<file path="src/rtl/memoria_carregador.sv">
// Program loader and 256x8 processor memory: streams a program in,
// zero-fills the rest, then serves the processor until it halts.
//
// Ports:
//   clock, reset        : rising-edge clock, async active-low reset
//   load_valid/data/last: loader byte stream; load_ready accepts it
//   address, to_memory  : processor address and write data
//   mem_write           : processor write strobe (honoured in RUN only)
//   from_memory         : registered read data (1-cycle latency)
//   done                : processor halt request
//   cpu_reset_n         : registered active-low processor reset
//   halted              : block has reached HALT
module memoria_carregador (
   input  logic       clock,
   input  logic       reset,
   input  logic       load_valid,
   input  logic [7:0] load_data,
   input  logic       load_last,
   output logic       load_ready,
   input  logic [7:0] address,
   input  logic [7:0] to_memory,
   input  logic       mem_write,
   output logic [7:0] from_memory,
   input  logic       done,
   output logic       cpu_reset_n,
   output logic       halted
);

   typedef enum logic [1:0] {
      LOAD = 2'd0,
      FILL = 2'd1,
      RUN  = 2'd2,
      HALT = 2'd3
   } state_t;

   state_t     state;
   state_t     next_state;
   logic [7:0] load_ptr;
   logic [7:0] next_ptr;
   logic [7:0] mem [256];

   logic       wr_en;
   logic [7:0] wr_addr;
   logic [7:0] wr_data;
   logic       xfer;

   // Gated by reset so the handshake is low while reset is held and
   // opens as soon as it is released.
   assign load_ready = (state == LOAD) && reset;
   assign xfer       = load_valid && load_ready;

   always_comb begin
      next_state = state;
      next_ptr   = load_ptr;
      wr_en      = 1'b0;
      wr_addr    = load_ptr;
      wr_data    = 8'h00;
      unique case (state)
         LOAD: begin
            if (xfer) begin
               wr_en    = 1'b1;
               wr_data  = load_data;
               next_ptr = load_ptr + 8'd1;
               if (load_ptr == 8'hFF) begin
                  next_state = RUN;
               end else if (load_last) begin
                  next_state = FILL;
               end
            end
         end
         FILL: begin
            wr_en    = 1'b1;
            next_ptr = load_ptr + 8'd1;
            if (load_ptr == 8'hFF) begin
               next_state = RUN;
            end
         end
         RUN: begin
            if (mem_write) begin
               wr_en   = 1'b1;
               wr_addr = address;
               wr_data = to_memory;
            end
            if (done) begin
               next_state = HALT;
            end
         end
         HALT: begin
            next_state = HALT;
         end
         default: begin
            next_state = LOAD;
         end
      endcase
   end

   always_ff @(posedge clock or negedge reset) begin
      if (!reset) begin
         state       <= LOAD;
         load_ptr    <= 8'h00;
         from_memory <= 8'h00;
         cpu_reset_n <= 1'b0;
         halted      <= 1'b0;
      end else begin
         state    <= next_state;
         load_ptr <= next_ptr;
         // Outputs follow the next state so they change cleanly off a flop.
         cpu_reset_n <= (next_state == RUN) || (next_state == HALT);
         halted      <= (next_state == HALT);
         if ((state == RUN) || (state == HALT)) begin
            from_memory <= mem[address];
         end else begin
            from_memory <= 8'h00;
         end
      end
   end

   // Storage is deliberately not reset; FILL defines every location.
   always_ff @(posedge clock) begin
      if (wr_en) begin
         mem[wr_addr] <= wr_data;
      end
   end

endmodule

</file>
<file path="config.mk">
export PLATFORM = sky130hd
export DESIGN_NAME = memoria_carregador
export DESIGN_NICKNAME = d
export VERILOG_FILES = /design/src/rtl/memoria_carregador.sv
export SDC_FILE = /design/constraint.sdc
export NUM_CORES = 2
export LEC_CHECK = 0
export CAP_MARGIN = 5
export CORE_MARGIN = 2
export CORE_UTILIZATION = 25
export DETAILED_ROUTE_END_ITERATION = 6
export PLACE_DENSITY = 0.46
export SYNTH_ARGS = -nofsm -noshare
export SYNTH_HDL_FRONTEND = slang
export SYNTH_SLANG_ARGS = --single-unit
export TNS_END_PERCENT = 5
</file>
<file path="constraint.sdc">
create_clock -name clock -period 6 [get_ports clock]
set_input_delay 0.6 -clock clock [delete_from_list [all_inputs] [get_ports clock]]
set_output_delay 0.6 -clock clock [all_outputs]
set_load 0.1 [all_outputs]
</file>
; ---- Word level (Yosys, flattened, before mapping)
; Memories as Yosys holds them, arrays and structs flattened.
; Index checks and enable logic that the tools add are counted.
[word_totals]
regBits = 20
mem_count = 1
ramBits = 2048
input_bits = 30
out_inout_bits = 11
mem_bits_ro = 0
latch_bits = 0
word_cells = 40
[classes]
shifts = 0
n_mul = 0
n_div = 0
n_lt_le_gt_ge = 0
bitwise_logic = 0
mux = 19
n_eq_ne = 7
n_reduce_logical = 7
addsub = 1
[memory_table]
columns = memory, words, word_bits, rd, rd_ports_with_merged_regs, wr, line_no
row1 = mem, 256, 8, 1, 0, 1, 40  ; logic [7:0] mem [256];
[op_table]
columns = operator, count
row1 = $mux W8, 6
row2 = $pmux W8 S2, 2
row3 = $mux W2, 5
row4 = $add A8 B1 Y8 const B, 1
row5 = $eq A2 B2 Y1 const B, 4
row6 = $eq A8 B8 Y1 const B, 1
row7 = $pmux W2 S4, 1
row8 = $mux W1, 4
row9 = $pmux W1 S3, 1
row10 = $eq A2 B1 Y1 const B, 1
row11 = $logic_and A1 B1 Y1, 2
row12 = $logic_not A2 Y1, 1
row13 = $logic_or A1 B1 Y1, 2
row14 = $ne A2 B2 Y1 const B, 1
row15 = $reduce_and A2 Y1, 1
row16 = $reduce_bool A2 Y1, 1

; ---- Depth between registers and ports, before layout
[logic_depth]
word_depth = 7
ltp_mapped = 13
mapped_depth_nobuf = 7

; ---- Worst setup path before layout
; OpenSTA, ideal clock, no wires.
[synth_timing]
path_kind = input -> register
startpoint = in reset
endpoint = mem mem[0][0], data pin
required_time_ns = 5.135
slack_ns = -1.577
setup_ns = 0.865
path_buffers = 1
arrival_ns = 6.712
path_stages = 4
path_cell_list = nor3b_1 > and2_1 > clkbuf_1 > a22o_1
[synth_via]
elab_chain_len = 4
[synth_lines]
columns = item, line_no
row1 = start: declaration, 15  ; input logic reset,
row2 = $logic_and A1 B1 Y1, 49  ; assign load_ready = (state == LOAD) && reset;
row3 = $logic_and A1 B1 Y1, 50  ; assign xfer = load_valid && load_ready;
row4 = $mux W8, 60  ; if (xfer) begin
row5 = $pmux W8 S2, 58  ; unique case (state)
row6 = net wr_data[0], 44  ; logic [7:0] wr_data;
row7 = end: declaration, 40
; The timed path passes the listed nets, and every way through them passes these cells.

; ---- Worst setup path in the final report
[layout_timing]
startpoint = in address[5]
endpoint = reg from_memory[4]
[layout_via]
elab_chain_len = 2
[layout_lines]
columns = item, line_no
row1 = start: declaration, 20  ; input logic [7:0] address,
row2 = $mem_v2 Z256 W8, n/a
row3 = $mux W8, 110  ; if ((state == RUN) || (state == HALT)) begin
row4 = end signal: assignment, 111  ; from_memory <= mem[address];
row5 = end: declaration, 23  ; output logic [7:0] from_memory,
; No other way between the ends.
; A chain may end at the register's enable or synchronous reset.

==> flow_summary.yaml <==
grt:
  overflow: 0
  grt_pass1_vias: 41200
  grt_pass1_wl_um: 332000
  grt_use_met2_pct: 23.0
  antenna_found_initial: 15
  grt_max_degree: 156
  use_met3_pct: 2.36
  groute.layer.met1.usage_pct: 19.5
  grt_use_total_pct: 14.1
  grt-busiest-layer: "met2"
synthesis:
  synth-edff-count: 2048
  synth_cells: 3951
  yosysUniqueCellTypes: 77
  netlist_area_um2: 81500
  synthArstFlopShare_pct: 0.967
  ys.flop_type: "edfxtp_1"
  syn_avg_cell_area_um2: 20.6
  yosysWarningCount: 0
  syn-num-nets: 3982
  yosysSeqAreaShare_pct: 76.1
  ys_ff_latch: 2068
routing:
  drc_errors: 0
  finalWirelength_um: 237000
  wl_per_cell_um: 27.6
  drt-vias-per-instance: 4.68
  drt_iter0_markers: 4762
  num_vias: 40300
  drtAntennaViolNets: 0
  drt_first_pass_iters: 6
floorplan:
  die_h_um: 575
  io_pins: 41
  core.rowCount: 209
  start_util_pct: 25.1
  die-area_um2: 330000
  die_w_um: 575
  core_um2: 324000
power_and_ir_drop:
  p_per_area_nw_per_um2: 343
  p_leak_nw: 29.4
  vdd_drop_max_v: 0.000279
finish:
  drive_gt1_share_pct: 20.9
  mostFrequentLayoutCells: "edfxtp_1, mux4_2, nor2_1"
  area_growth_pct: 15.4
  layout_commonest_cell: "edfxtp_1"
  final_nets: 4134
critical_path:
  cpMostUsedCell: "o31ai_1"
  startpoint_type: "input pin"
  crit_path_cell_trace: "clkdlybuf4s50_1, nand3b_1, or3_1, o31ai_1, nor4_1, nand4_1, o31ai_1"
  critical_path_arrival_ps: 4950
  critPathMaxStageDelay_ps: 1120
  slowest_stage: "clkdlybuf4s50_1"
  crit_path_end_kind: "flip-flop"
  cp_max_fo: 19
  crit_family: "simple AND/OR/NAND/NOR gates"
  crit_required_ps: 6670
  critPathKind: "in2reg"
  worst-path-buf-inv: 1
clock_tree:
  htree_levels: 4
  postCtsSetupRepairBufs: 0
  clk_pin_slew_ps: 60
  cts-root-buf: "clkbuf_16"
  insertion_delay_ps: 860
  cts_tree: "done"
  cts_buffers: 218
  ctsLongestPathBuffers: 3
  clock-sinks: 2068
timing:
  skew_ps: 37.4
  tns_ps: 0
  slew_violations: 0
  relSlewSlack_pct: 13.4
  fmax_mhz: 234
  fin_crit_sh_pct: 71.3
  setup_viol: 0
  rsz0062_at_grt: "no"
  worst_pin_slew_ps: 1300
  layout_min_cycle_time_ps: 4280
  hold_viol_final: 0
  fin_hold_ws_ps: 280
worst_hold_path:
  holdCritPathClass: "in2async"
outcome:
  status: "complete, no violations"
flow_run:
  drv_cap: 0
placed_design:
  gp_congestion: 0.817
  port_buffers: 40
  dp_hpwl_um: 146000
power by group:
group          internal [mW]  switching (mW)  leakage (nW)
clock network           7.74            5.70          3.44
registers               16.1           0.105          19.3
logic                  0.692            1.86          6.71
total                   24.6            7.66          29.4
cells in the mapped netlist (all sizes together), types with 4 or more instances:
| cell | count | area [um^2] |
|---|---|---|
| a22o | 9 | 78.8 |
| mux2i | 253 | 2530 |
| and2 | 8 | 50.1 |
| o211ai | 4 | 30.0 |
| a22oi | 9 | 67.6 |
| nand4 | 12 | 75.1 |
| nor2b | 8 | 50.1 |
| or3 | 6 | 37.5 |
| and3 | 6 | 37.5 |
| o22ai | 55 | 350 |
| xnor2 | 5 | 43.8 |
| a211oi | 13 | 97.6 |
| or4 | 7 | 52.6 |
| nand3 | 17 | 85.1 |
| a21oi | 59 | 295 |
| nor3 | 29 | 145 |
| mux2 | 10 | 113 |
| nor3b | 4 | 30.0 |
| nor4 | 15 | 93.8 |
| o21ai | 69 | 345 |
| nor2 | 306 | 1150 |
| edfxtp | 2048 | 61500 |
| o221ai | 73 | 652 |
| nand2 | 119 | 449 |
| or2 | 4 | 25.0 |
| a2111oi | 8 | 71.3 |
| mux4 | 430 | 9780 |
| a31oi | 9 | 56.3 |
| nand2b | 5 | 31.3 |
| buf | 164 | 1550 |
| a32oi | 4 | 35.0 |
| clkbuf | 73 | 312 |
| inv | 5 | 18.8 |
| nand3b | 11 | 82.6 |
| o31ai | 11 | 82.6 |
| dfrtp | 20 | 500 |
| o32ai | 5 | 43.8 |
| a221oi | 18 | 158 |
final timing paths:
check | startpoint | endpoint | slack [ps] | depth (start not counted)
hold reg to reg | load_ptr[2] | load_ptr[2] | 570 | 1
setup / recovery | address[5] | from_memory[4] | 1720 | 7
max in group asynchronous | reset | load_ptr[4] | 5420 | 3
min in group clock | done | halted | 350 | 2
hold / removal | reset | state[0] | 280 | 3
setup reg to reg | state[1] | mem[166][2] | 1830 | 7
cells by family (layout without fill, tap and decap cells):
logic type	Yosys count	in the layout	share of synthesized area [%]
adder cells (fa/ha/maj)	1	1	0.0154
AO/OA/AOI/OAI	375	375	3.22
AND/OR/NAND/NOR	561	561	2.98
multiplexers	693	693	15.3
flip-flops	2068	2068	76.1
other	0	2	0
buffers and inverters	246	575	2.35
XOR/XNOR	7	7	0.0753
registers in the layout (all words and copies together), names as in the netlist:
| signal | flops |
|---|---|
| load_ptr | 8 |
| state | 2 |
| mem | 2048 |
| from_memory | 8 |
| halted | 1 |
| cpu_reset_n | 1 |
layout make-up:
cell class / count / area, um^2
timing repair buffer: 172 / 1850
clock inverter: 118 / 1230
sequential: 2068 / 62000
multi-input combinational: 1637 / 17700
inverter: 6 / 30.0
clock buffer: 279 / 5850
antenna: 2 / 5.00
tap: 4325 / 5410
fill: 31800 / 230000
metal layers:
layer	part of all wire [%]	vias up
li1	-	16800
met1	44	21700
met2	48	1442
met3	6.1	307
met4	2.3	2
met5	0.0084	-
worst reg2reg max path: stages, from the launching register on:
cell and delay, ps:
dfrtp_1 320, buf_4 250, nand2_1 130, nor2_2 980
nand2_1 160, o21ai_0 280, nand2_2 780, nor2_1 910
through the flow:
step	util, %	total power [mW]	setup WS, ps	instance area [um^2]	instances
after detailed placement	26.8	19.1	908	86900	8207
after floorplan	-	17.9	207	81500	3951
final	29.0	32.2	1720	94000	8607
after global routing	29.0	33.2	1670	94000	8606
after global placement	26.8	19.1	908	86900	8207
after CTS	29.0	32.5	1830	94000	8605
timing repair:
item | 4_1_cts | 5_1_grt
hold endpoints to repair | 20 | 0
hold buffers | 1 | 0
resized for setup | 0 | 0
Note: power is estimated with default switching activity, not from simulation.
